File: src/rtl/spi_pkg.sv
// spi_pkg -- shared types and constants for the SPI monarch.
//   state_t   : transaction FSM states (IDLE, PORCH, SHIFT, BACK)
//   BITS      : transaction word width
//   DIV_W_DFLT: default SCLK divider width
//   SMPL_CODE / SHFT_CODE / LOAD_CODE : divider decode values at the default
//   width; the *_code() helpers give the same values for any divider width.
package spi_pkg;

    typedef enum logic [1:0] {
        IDLE  = 2'd0,
        PORCH = 2'd1,
        SHIFT = 2'd2,
        BACK  = 2'd3
    } state_t;

    localparam int BITS       = 16;
    localparam int DIV_W_DFLT = 4;

    // Divider value one clock before SCLK rises (MISO sample point).
    function automatic int smpl_code(input int dw);
        return (1 << (dw - 1)) - 1;
    endfunction

    // Divider value one clock before SCLK falls (shift point).
    function automatic int shft_code(input int dw);
        return (1 << dw) - 1;
    endfunction

    // Load value on accept: gives a 5-clock SS_n-to-first-fall setup.
    function automatic int load_code(input int dw);
        return (1 << dw) - 5;
    endfunction

    localparam int SMPL_CODE = smpl_code(DIV_W_DFLT);
    localparam int SHFT_CODE = shft_code(DIV_W_DFLT);
    localparam int LOAD_CODE = load_code(DIV_W_DFLT);

endpackage

File: src/rtl/spi_sclk_gen.sv
// spi_sclk_gen -- SCLK divider for the SPI monarch.
//   clk, rst_n : system clock, asynchronous active-low reset
//   load       : preload divider with the setup count (transaction accept)
//   hold       : freeze divider (idle, and at the end of the back porch)
//   smpl       : decoded one clock before SCLK rises
//   shft       : decoded one clock before SCLK falls
//   SCLK       : divider MSB; idles high since the divider resets to all-ones
module spi_sclk_gen
    import spi_pkg::*;
#(
    parameter int DIV_W = DIV_W_DFLT
) (
    input  logic clk,
    input  logic rst_n,
    input  logic load,
    input  logic hold,
    output logic smpl,
    output logic shft,
    output logic SCLK
);

    localparam logic [DIV_W-1:0] SMPL_VAL = DIV_W'(smpl_code(DIV_W));
    localparam logic [DIV_W-1:0] SHFT_VAL = DIV_W'(shft_code(DIV_W));
    localparam logic [DIV_W-1:0] LOAD_VAL = DIV_W'(load_code(DIV_W));

    logic [DIV_W-1:0] div_reg;

    always_ff @(posedge clk or negedge rst_n) begin
        if (!rst_n) begin
            div_reg <= '1;
        end else if (load) begin
            div_reg <= LOAD_VAL;
        end else if (!hold) begin
            div_reg <= div_reg + DIV_W'(1);
        end
    end

    assign SCLK = div_reg[DIV_W-1];
    assign smpl = (div_reg == SMPL_VAL);
    assign shft = (div_reg == SHFT_VAL);

endmodule

File: src/rtl/spi_mnrch.sv
// spi_mnrch -- SPI monarch: 16-bit full-duplex transaction per wrt pulse.
//   clk, rst_n : system clock, asynchronous active-low reset
//   wrt        : start pulse, wt_data sampled on the accepting clock
//   done       : transaction complete, cleared on the next accept
//   rd_data    : received word (valid while done)
//   SS_n, SCLK, MOSI : serf select, serial clock (idles high), serial out
//   MISO       : serial in, sampled on SCLK rise
// Build option SPI_MNRCH_PEND_EN: one-deep pending word; a wrt while busy is
// held and launched automatically one clock after the current transaction.
module spi_mnrch
    import spi_pkg::*;
#(
    parameter int DIV_W = DIV_W_DFLT
) (
    input  logic            clk,
    input  logic            rst_n,
    input  logic            wrt,
    input  logic [BITS-1:0] wt_data,
    output logic            done,
    output logic [BITS-1:0] rd_data,
    output logic            SS_n,
    output logic            SCLK,
    output logic            MOSI,
    input  logic            MISO
);

    state_t            state_reg, state_next;
    logic [BITS-1:0]   shft_reg;
    logic              miso_smpl_reg;
    logic [4:0]        bit_cnt_reg;
    logic              done_reg;
    logic              ss_n_reg;
    logic              smpl, shft, load, hold;
    logic              launch;
    logic [BITS-1:0]   launch_data;

    spi_sclk_gen #(.DIV_W(DIV_W)) u_sclk_gen (
        .clk   (clk),
        .rst_n (rst_n),
        .load  (load),
        .hold  (hold),
        .smpl  (smpl),
        .shft  (shft),
        .SCLK  (SCLK)
    );

`ifdef SPI_MNRCH_PEND_EN
    logic [BITS-1:0] pend_data_reg;
    logic            pend_vld_reg;

    // A held word takes priority over a fresh wrt arriving in the same idle clock.
    assign launch      = (state_reg == IDLE) && (pend_vld_reg || wrt);
    assign launch_data = pend_vld_reg ? pend_data_reg : wt_data;

    always_ff @(posedge clk or negedge rst_n) begin
        if (!rst_n) begin
            pend_data_reg <= '0;
            pend_vld_reg  <= 1'b0;
        end else if (state_reg == IDLE) begin
            pend_vld_reg <= 1'b0;
        end else if (wrt && !pend_vld_reg) begin
            pend_data_reg <= wt_data;
            pend_vld_reg  <= 1'b1;
        end
    end
`else
    assign launch      = (state_reg == IDLE) && wrt;
    assign launch_data = wt_data;
`endif

    always_ff @(posedge clk or negedge rst_n) begin
        if (!rst_n) begin
            state_reg <= IDLE;
        end else begin
            state_reg <= state_next;
        end
    end

    always_comb begin
        state_next = state_reg;
        load       = 1'b0;
        hold       = 1'b0;
        case (state_reg)
            IDLE: begin
                hold = 1'b1;
                if (launch) begin
                    load       = 1'b1;
                    state_next = PORCH;
                end
            end
            PORCH: begin
                if (shft) state_next = SHIFT;
            end
            SHIFT: begin
                // Leave on the last sample: the final shift happens in BACK.
                if (smpl && bit_cnt_reg == 5'(BITS - 1)) state_next = BACK;
            end
            BACK: begin
                if (shft) begin
                    hold       = 1'b1;
                    state_next = IDLE;
                end
            end
            default: state_next = IDLE;
        endcase
    end

    always_ff @(posedge clk or negedge rst_n) begin
        if (!rst_n) begin
            shft_reg      <= '0;
            miso_smpl_reg <= 1'b0;
            bit_cnt_reg   <= '0;
            done_reg      <= 1'b0;
            ss_n_reg      <= 1'b1;
        end else if (launch) begin
            shft_reg    <= launch_data;
            bit_cnt_reg <= '0;
            done_reg    <= 1'b0;
            ss_n_reg    <= 1'b0;
        end else begin
            if (state_reg == SHIFT && smpl && !ss_n_reg) begin
                miso_smpl_reg <= MISO;
                bit_cnt_reg   <= bit_cnt_reg + 5'd1;
            end
            if ((state_reg == SHIFT || state_reg == BACK) && shft) begin
                shft_reg <= {shft_reg[BITS-2:0], miso_smpl_reg};
            end
            if (state_reg == BACK && shft) begin
                ss_n_reg <= 1'b1;
                done_reg <= 1'b1;
            end
        end
    end

    assign done    = done_reg;
    assign SS_n    = ss_n_reg;
    assign rd_data = shft_reg;
    assign MOSI    = shft_reg[BITS-1];

endmodule

File: config.mk
export PLATFORM = sky130hd
export DESIGN_NAME = spi_mnrch
export DESIGN_NICKNAME = d
export VERILOG_FILES = /design/src/rtl/spi_pkg.sv /design/src/rtl/spi_sclk_gen.sv /design/src/rtl/spi_mnrch.sv
export SDC_FILE = /design/constraint.sdc
export NUM_CORES = 1
export LEC_CHECK = 0
export ABC_AREA = 0
export BUFFER_PORTS_ARGS = -buffer_cell sky130_fd_sc_hd__buf_2
export CAP_MARGIN = 20
export CORE_AREA = 8 8 69 71
export CTS_BUF_LIST = sky130_fd_sc_hd__clkbuf_16
export DETAILED_ROUTE_END_ITERATION = 8
export DIE_AREA = 0 0 77 79
export HOLD_SLACK_MARGIN = 0.02
export PLACE_DENSITY_LB_ADDON = 0.05
export RECOVER_POWER = 25
export SLEW_MARGIN = 20
export SYNTH_ARGS = -nofsm -noshare
export SYNTH_HDL_FRONTEND = slang
export SYNTH_SLANG_ARGS = --single-unit
File: constraint.sdc
create_clock -name clk -period 1.71 [get_ports clk]
set_input_delay 0.0855 -clock clk [delete_from_list [all_inputs] [get_ports clk]]
set_output_delay 0.0855 -clock clk [all_outputs]
set_load 0.01 [all_outputs]
==> out/results.ini <==
[die]
io_pins = 40
die_w_um = 77
core_mm2 = 0.00380
die-height_um = 79
start_util_pct = 43.1
rows = 23
dieArea_mm2 = 0.00608

[clock_tree]
cts_buffer_depth = 2
ctsRootBufferMaster = clkbuf_16
clock_latency_ns = 0.28
h-tree-depth = 2
clock_sinks = 30
cts_tree = done
cts_buffers = 5
clkSlewWorstSetupHoldPaths_ns = 0.05

[power_and_ir_drop]
p_leak_nw = 1.07
p_per_area_mw_per_mm2 = 1870
ir_drop_mv = 0.951

[global_routing]
grt_pass1_wl_mm = 6.35
antenna_found_initial = 0
grt_usage_pct = 13.0
grt_max_degree = 41
overflow = 0
grt_pass1_vias = 1384

[sta]
layout_min_cycle_time_ns = 1.66
whs_ns = 0.0235
setup_ws_ns = 0.0511
rsz0062_at_grt = true
tns_ns = 0
relSlewSlack_pct = 50.8
period_share_pct = 97.0
worst_pin_slew_ns = 0.738
fmax_ghz = 0.603
finalHoldViolCount = 0
setup_violations = 0
clock_skew_ns = 0.00302
drv_slew = 0

[yosys]
synth_nets = 188
synth_area_mm2 = 0.00164
synthCells = 160
seq_area_frac_synth_pct = 46.2
synth_cell_types = 37
synth_area_per_cell_um2 = 10.2
synth_warnings = 0
yosys_register_bits = 30

[setup_path]
crit_path_start = state_reg[0]
arrival_ns = 1.85
worstPathMaxFanout = 4
worstSetupPathType = reg2reg
slowest_delay_ns = 0.44
critPathCaptureType = flip-flop
critPathRequiredTime_ns = 1.91
rr_startpoint = state_reg[0]
cp_slowest_cell = or3b_2
cp_cell_sequence = inv_1, ha_1, nand2b_1, or3b_2, o2111ai_1
start_kind = flip-flop

[run_status]
run_status = complete, no violations

[finish]
mostFrequentLayoutCells = 25 x dfrtp_1, 25 x buf_2, 20 x o21ai_0, 17 x mux2i_1, 17 x nand2_1
largest_register_ffs = 16
finalCoreUtilization_pct = 57.9
diodes = 0
finalNetCount = 247
syn2layout_area_growth_pct = 34.4
final_cells = 270
layout-drive-gt1-share_pct = 27.7

[drt]
via_per_inst = 5.11
drc = 0
finalWirelength_mm = 3.83
dr.pass1.iters = 4
vias = 1379
drt_iter0_markers = 74
wl_per_cell_um = 14.2
antenna_left = 0

[worst_hold_path]
hp-start = wt_data[10]
hold_path_class = in2reg

[place]
dp_hpwl_mm = 2.74
portBuffers = 39
place_ws_ns = 0.00324
place_congestion = 0.816
dp.cells = 249

[flow_run]
cap_viol_max_count = 0

==> logic make-up (layout without fill, tap and decap cells) <==
logic type / count (synthesis) / after routing / share of synthesized area [%]
flip-flops: 30 / 30 / 46.2
multiplexers: 18 / 18 / 11.1
AND/OR/NAND/NOR: 47 / 47 / 15.7
adder cells (fa/ha/maj): 8 / 8 / 6.11
AO/OA/AOI/OAI: 40 / 40 / 15.4
buffers and inverters: 17 / 77 / 5.50
==> synth_stat cells (all sizes together) <==
master / n / share of area (%)
and3: 1 / 0.38
buf: 5 / 2.7
o2111ai: 2 / 2.1
a2bb2oi: 1 / 0.53
o31ai: 2 / 0.92
mux2i: 17 / 10
nand3: 6 / 1.8
nand4b: 1 / 0.53
o211ai: 1 / 0.46
dfstp: 5 / 8.0
or3: 1 / 0.38
and2: 1 / 0.38
nor3: 1 / 0.31
nor2b: 4 / 1.5
nand2b: 2 / 0.76
nand3b: 1 / 1.2
ha: 8 / 6.1
o221ai: 1 / 0.53
a221oi: 1 / 0.53
nor2: 5 / 1.1
nand4: 1 / 0.38
and3b: 1 / 0.61
a21oi: 9 / 2.7
or2: 1 / 0.38
a311oi: 2 / 1.1
inv: 7 / 1.6
nand2: 17 / 3.9
or3b: 1 / 0.53
and4: 1 / 0.53
dfrtp: 25 / 38
or4: 2 / 0.92
clkbuf: 5 / 1.1
mux2: 1 / 0.69
o21ai: 21 / 6.4
==> per-layer routing <==
metal / share of wire, % / track usage (%) / up-vias
li1: - / - / 687
met1: 45 / 15.5 / 654
met2: 48 / 20.2 / 31
met3: 5.7 / 4.29 / 7
met4: 1.4 / 7.36 / 0
met5: 0 / 0 / -
==> per-stage QoR <==
stage / cell area, um^2 / total power [mW]
6_report: 2200 / 4.11
5_1_grt: 2200 / 4.44
4_1_cts: 2160 / 4.06
3_5_place_dp: 1920 / 3.18
3_3_place_gp: 1920 / 3.10
2_1_floorplan: 1640 / 2.54
==> cell type report <==
| cell class | instances | area, um^2 |
|---|---|---|
| multi-input combinational | 113 | 823 |
| inverter | 7 | 26.3 |
| clock inverter | 3 | 16.3 |
| tap | 50 | 62.6 |
| fill | 361 | 1600 |
| clock buffer | 5 | 125 |
| timing repair buffer | 62 | 390 |
| sequential | 30 | 757 |
==> path summary, 6_finish.rpt <==
path	endpoint	slack [ns]	depth (start not counted)
max	u_sclk_gen.div_reg[3]	0.05	5
min	rd_data[10]	0.02	3
max reg2reg	u_sclk_gen.div_reg[3]	0.05	5
min reg2reg	done	0.50	2
max in group asynchronous	bit_cnt_reg[4]	0.83	2
min in group asynchronous	state_reg[1]	0.41	2
==> power by group <==
part	internal, mW	total [mW]	switching (mW)
logic	0.899	1.88	0.984
registers	1.09	1.39	0.295
clock network	0.530	0.841	0.311
total	2.52	4.11	1.59
==> critical path: cells and delay by family, from the launching register on <==
| kind | cells | cell delay, ns |
|---|---|---|
| AO/OA/AOI/OAI | 1 | 0.11 |
| flip-flops | 1 | 0.40 |
| adder cells (fa/ha/maj) | 1 | 0.36 |
| buffers and inverters | 1 | 0.13 |
| AND/OR/NAND/NOR | 2 | 0.58 |
==> what timing repair did <==
action	in CTS	in global routing
endpoints found under the setup margin	3	10
gates resized for setup	2	4
hold endpoints to repair	33	0
buffers inserted	0	4
hold buffers	9	0
pin swaps	0	1
Power figures use the tool's default switching activity.
